<file path="src/rtl/seq_divider16.sv">
// Multi-cycle unsigned restoring divider: one trial subtraction per clock, with a
// start/busy/done handshake and registered quotient/remainder outputs.
module seq_divider16 #(
    parameter int unsigned WIDTH = 16,
    parameter int unsigned CNT_W = 5
) (
    input  logic             clk,
    input  logic             rst_n,
    input  logic             start,
    input  logic [WIDTH-1:0] dividend,
    input  logic [WIDTH-1:0] divisor,
    output logic             busy,
    output logic             done,
    output logic [WIDTH-1:0] quotient,
    output logic [WIDTH-1:0] remainder,
    output logic             div_by_zero
);

    typedef enum logic [1:0] {StIdle, StRun, StDone} state_e;

    state_e           state_q, state_d;
    logic [WIDTH-1:0] divisor_q, divisor_d;
    logic [WIDTH-1:0] q_reg_q, q_reg_d;
    logic [WIDTH-1:0] prem_q, prem_d;
    logic [WIDTH-1:0] quotient_q, quotient_d;
    logic [WIDTH-1:0] remainder_q, remainder_d;
    logic             dbz_q, dbz_d;
    logic [CNT_W-1:0] cnt_q, cnt_d;

    logic [WIDTH-1:0] p;
    logic [WIDTH:0]   diff;

    // Partial remainder stays below 2^(k) after k iterations, so dropping its MSB is safe.
    assign p    = {prem_q[WIDTH-2:0], q_reg_q[WIDTH-1]};
    assign diff = {1'b0, p} - {1'b0, divisor_q};

    always_comb begin
        state_d     = state_q;
        divisor_d   = divisor_q;
        q_reg_d     = q_reg_q;
        prem_d      = prem_q;
        quotient_d  = quotient_q;
        remainder_d = remainder_q;
        dbz_d       = dbz_q;
        cnt_d       = cnt_q;

        case (state_q)
            StRun: begin
                q_reg_d = {q_reg_q[WIDTH-2:0], ~diff[WIDTH]};
                prem_d  = diff[WIDTH] ? p : diff[WIDTH-1:0];
                cnt_d   = cnt_q + 1'b1;
                if (cnt_q == CNT_W'(WIDTH - 1)) begin
                    quotient_d  = q_reg_d;
                    remainder_d = prem_d;
                    dbz_d       = 1'b0;
                    state_d     = StDone;
                end
            end
            default: begin
                // StIdle and StDone both accept a new request.
                state_d = StIdle;
                if (start) begin
                    if (divisor == '0) begin
                        quotient_d  = '1;
                        remainder_d = dividend;
                        dbz_d       = 1'b1;
                        state_d     = StDone;
                    end else begin
                        divisor_d = divisor;
                        q_reg_d   = dividend;
                        prem_d    = '0;
                        cnt_d     = '0;
                        state_d   = StRun;
                    end
                end
            end
        endcase
    end

    always_ff @(posedge clk or negedge rst_n) begin
        if (!rst_n) begin
            state_q     <= StIdle;
            divisor_q   <= '0;
            q_reg_q     <= '0;
            prem_q      <= '0;
            quotient_q  <= '0;
            remainder_q <= '0;
            dbz_q       <= 1'b0;
            cnt_q       <= '0;
        end else begin
            state_q     <= state_d;
            divisor_q   <= divisor_d;
            q_reg_q     <= q_reg_d;
            prem_q      <= prem_d;
            quotient_q  <= quotient_d;
            remainder_q <= remainder_d;
            dbz_q       <= dbz_d;
            cnt_q       <= cnt_d;
        end
    end

    assign busy        = (state_q == StRun);
    assign done        = (state_q == StDone);
    assign quotient    = quotient_q;
    assign remainder   = remainder_q;
    assign div_by_zero = dbz_q;

endmodule

</file>
<file path="config.mk">
export PLATFORM = sky130hd
export DESIGN_NAME = seq_divider16
export DESIGN_NICKNAME = d
export VERILOG_FILES = /design/src/rtl/seq_divider16.sv
export SDC_FILE = /design/constraint.sdc
export NUM_CORES = 1
export LEC_CHECK = 0
export BUFFER_PORTS_ARGS = -buffer_cell sky130_fd_sc_hd__buf_4
export CAP_MARGIN = 20
export CORE_ASPECT_RATIO = 1.75
export CORE_UTILIZATION = 40
export DETAILED_ROUTE_END_ITERATION = 10
export HOLD_SLACK_MARGIN = 0.1
export PLACE_DENSITY_LB_ADDON = 0.08
export SYNTH_ARGS = -nofsm -noshare
export SYNTH_HDL_FRONTEND = slang
export SYNTH_SLANG_ARGS = --single-unit
</file>
<file path="constraint.sdc">
create_clock -name clk -period 2.9 [get_ports clk]
set_clock_uncertainty 0.15 [all_clocks]
set_input_delay 0.29 -clock clk [delete_from_list [all_inputs] [get_ports clk]]
set_output_delay 0.29 -clock clk [all_outputs]
set_load 0.01 [all_outputs]
</file>
==> flow_metrics.env <==
export IMPL_antenna_violating_nets_post_route=0
export IMPL_internal_reg_to_reg_setup_slack_ps=180
export IMPL_most_frequent_standard_cell_in_the_layout_excluding_fill_and_tap_cells="sky130_fd_sc_hd__nand2_1"
export IMPL_critical_path_class="reg2reg"
export IMPL_total_count_of_max_transition_violations_in_the_final_report=0
export IMPL_fp_row_count=51
export IMPL_most_common_flop_cell_mapped_by_yosys="sky130_fd_sc_hd__dfrtp_1"
export IMPL_report_final_setup_viol=0
export IMPL_die_area_sq_mm=0.0119
export IMPL_total_power_w=0.00810
export IMPL_synth_largest_area_cell="sky130_fd_sc_hd__dfrtp_1"
export IMPL_postSynthNetCount=577
export IMPL_grt_pass1_vias=4054
export IMPL_largest_net_degree_at_the_start_of_global_routing=54
export IMPL_mappedNetlistArea_sq_mm=0.00460
export IMPL_reg2reg_depth=7
export IMPL_ffs_w_async_s_r_synth_pct=100
export IMPL_vdd_ir_drop_worst_uv=682
export IMPL_chipHeight_um=144
export IMPL_clock_tree_buffer_depth=2
export IMPL_cts_reportedPaths_clkPinSlew_ps=70
export IMPL_firstDrtPassIters=7
export IMPL_worst_slack_ps=180
export IMPL_required_ps=3020
export IMPL_vias=4119
export IMPL_status="finished, final reports clean"
export IMPL_drt_initial_drc_count=237
export IMPL_post_synth_edffs=0
export IMPL_critPathMaxFanout=9
export IMPL_cts_sinks=87
export IMPL_detailedPlacementHpwl_um=8840
export IMPL_final_nets=681
export IMPL_buffer_type_at_the_clock_tree_root="sky130_fd_sc_hd__clkbuf_16"
export IMPL_gr_usage_all_layers_pct=21.0
export IMPL_layout_common_cells="sky130_fd_sc_hd__nand2_1, sky130_fd_sc_hd__dfrtp_1, sky130_fd_sc_hd__buf_4, sky130_fd_sc_hd__nor2_1, sky130_fd_sc_hd__o21ai_0"
export IMPL_place_congestion=0.785
export IMPL_initial_core_utilization_pct=41.2
export IMPL_worst_slack_at_placement_ps=120
export IMPL_total_area_of_multi_input_combinational_cells_sq_mm=0.00226
export IMPL_grt_first_pass_wirelength_um=19800
export IMPL_synthTopCellsByArea="sky130_fd_sc_hd__dfrtp_1, sky130_fd_sc_hd__nand2_1, sky130_fd_sc_hd__ha_1"
export IMPL_yosys_warnings=0
export IMPL_crit_start="prem_q[12]$_DFFE_PN0P_"
export IMPL_floorplan_io_pins=70
export IMPL_setup_tns_ps=0
export IMPL_rsz0062_at_grt="no"
export IMPL_max_freq_ghz=0.368
export IMPL_antenna_diode_instance_count=0
export IMPL_yosysUniqueCellTypes=56
export IMPL_worst_r2r_endpoint="remainder[8]$_DFFE_PN0P_"
export IMPL_antenna_found_initial=0
export IMPL_avgSynthCellArea_sq_um=8.81
export IMPL_worstPathArrival_ps=2840
export IMPL_hp_class="in2reg"
export IMPL_finalCriticalPeriod_ps=2720
export IMPL_power_density_cell_area_mw_per_mm2=1340
export IMPL_slew_limit_headroom_pct=52.2
export IMPL_endpoint_kind="flop"
export IMPL_worst_slew_pin_slew_ps=717
export IMPL_detail_route_wirelength_um=12200
export IMPL_synth_sequential_area_ratio_pct=47.3
export IMPL_drc=0
export IMPL_regToRegStartpoint="prem_q[12]$_DFFE_PN0P_"
export IMPL_final_seq_area_sq_mm=0.00218
export IMPL_critical_path_startpoint_type="flop"
export IMPL_io_buffer_count=69
export IMPL_finalHoldViolCount=0
export IMPL_grt_overflow=0
export IMPL_die_width_um=83.1
export IMPL_synth_seq_cells=87
export IMPL_core_area_sq_mm=0.0112
export IMPL_cap_viol_max_count=0
export IMPL_average_vias_per_placed_instance=5.40
export IMPL_numCtsBuffers=9
export IMPL_wire_per_inst_um=16.0
export IMPL_post_synth_inst_count=522
export IMPL_tritoncts_clock_tree="done"
export IMPL_post_route_util_pct=54.0
export IMPL_layout_area_overhead_vs_synth_pct=31.1
export IMPL_setup_worst_path_end="remainder[8]$_DFFE_PN0P_"
export IMPL_min_period_over_period_pct=93.8
export IMPL_htree_num_levels=3
export IMPL_ratio_of_cells_with_drive_above_1_in_the_final_layout_pct=18.5
export IMPL_clk_insertion_delay_late_ps=340
export IMPL_power_static_leakage_nw=2.71
export IMPL_final_fill_count=1059
export IMPL_yosys_area_top_type_share_pct=47.3
## logic make-up (layout without fill, tap and decap cells)
kind of cell    count (synthesis)  in the layout  share of synthesized area, %
compound gates                152            153                          21.2
xor+xnor                        5              5                         0.952
fa+ha+maj                      20             20                          5.60
buf+inv                        47            155                          4.32
flops                          87             87                          47.3
mux                             5              5                          1.12
simple gates                  206            206                          19.5
## cell usage after synthesis (2+ instances only)
cell	number
sky130_fd_sc_hd__nor2_1	53
sky130_fd_sc_hd__buf_1	6
sky130_fd_sc_hd__a2bb2oi_1	2
sky130_fd_sc_hd__a211oi_1	2
sky130_fd_sc_hd__a21oi_2	2
sky130_fd_sc_hd__nand2_1	104
sky130_fd_sc_hd__o211ai_1	3
sky130_fd_sc_hd__and2_1	2
sky130_fd_sc_hd__a32o_1	3
sky130_fd_sc_hd__xnor2_1	3
sky130_fd_sc_hd__nor3_1	5
sky130_fd_sc_hd__nor2b_1	2
sky130_fd_sc_hd__xor2_1	2
sky130_fd_sc_hd__mux2i_1	4
sky130_fd_sc_hd__nor2_2	2
sky130_fd_sc_hd__or4_1	2
sky130_fd_sc_hd__a21oi_1	35
sky130_fd_sc_hd__a31oi_1	29
sky130_fd_sc_hd__o21ai_0	39
sky130_fd_sc_hd__nor4_1	4
sky130_fd_sc_hd__or3_1	3
sky130_fd_sc_hd__a21o_1	10
sky130_fd_sc_hd__o22ai_1	3
sky130_fd_sc_hd__dfrtp_1	87
sky130_fd_sc_hd__o21a_1	2
sky130_fd_sc_hd__inv_1	20
sky130_fd_sc_hd__a22oi_1	8
sky130_fd_sc_hd__o22a_1	3
sky130_fd_sc_hd__buf_2	5
sky130_fd_sc_hd__ha_1	19
sky130_fd_sc_hd__nand2b_1	13
sky130_fd_sc_hd__clkbuf_1	12
sky130_fd_sc_hd__nand4_1	3
sky130_fd_sc_hd__and3_1	3
sky130_fd_sc_hd__a211o_1	2
sky130_fd_sc_hd__nand3_1	5
## through the flow
stage          std cells  cell area, sq um  hold WS [ps]
2_1_floorplan        522              4600          -156
3_3_place_gp         712              5340           248
3_5_place_dp         712              5340           250
4_1_cts              760              5990           137
5_1_grt              763              6030           146
6_report             763              6030           144
## layer usage
layer | track usage, % | wire length [um] | vias up
li1 | - | - | 2046
met2 | 38.4 | 6360 | 85
met4 | 8.26 | 302 | 0
met1 | 24.6 | 5120 | 1969
met5 | 0 | 0 | -
met3 | 3.04 | 396 | 19
## how the worst min path moves through the flow
stage | from | end | depth (start not counted)
2_1_floorplan | rst_n | cnt_q[0]$_DFFE_PN0P_ | 0
6_report | dividend[15] | q_reg_q[15]$_DFFE_PN0P_ | 3
3_3_place_gp | rst_n | q_reg_q[2]$_DFFE_PN0P_ | 1
4_1_cts | dividend[15] | q_reg_q[15]$_DFFE_PN0P_ | 3
5_1_grt | dividend[15] | q_reg_q[15]$_DFFE_PN0P_ | 3
3_5_place_dp | rst_n | quotient[2]$_DFFE_PN0P_ | 1
## critical path, cell delays in order, from the launching register on
cell and delay [ps]:
sky130_fd_sc_hd__dfrtp_1 420, sky130_fd_sc_hd__ha_1 400, sky130_fd_sc_hd__a21oi_2 210, sky130_fd_sc_hd__o21ai_2 110, sky130_fd_sc_hd__or4_4 530, sky130_fd_sc_hd__o22ai_2 470, sky130_fd_sc_hd__a32o_1 230, sky130_fd_sc_hd__o22a_1 140
## layout make-up
| class | count | area share [%] |
|---|---|---|
| tap | 132 | 2.74 |
| clock buffer | 9 | 3.73 |
| sequential | 87 | 36.1 |
| timing repair buffer | 118 | 17.0 |
| inverter | 21 | 1.31 |
| multi-input combinational | 389 | 37.5 |
| clock inverter | 7 | 1.70 |
## repair_timing
item                                    CTS  global route
resized for setup                         0             1
endpoints found under the setup margin    0             4
endpoints found under the hold margin    91             0
buffers inserted                          0             1
hold buffers                             32             0
## power by group
part           total (W)  internal (W)  switching, W
clock network    0.00128      0.000768      0.000516
logic            0.00465       0.00197       0.00267
registers        0.00217       0.00181      0.000353
total            0.00810       0.00456       0.00354
## state kept, by name (all words and copies together) (netlist names)
register and count:
cnt_q 5, divisor_q 16, state_q 2, div_by_zero 1
remainder 16, prem_q 15, q_reg_q 16, quotient 16
Power figures use the tool's default switching activity.
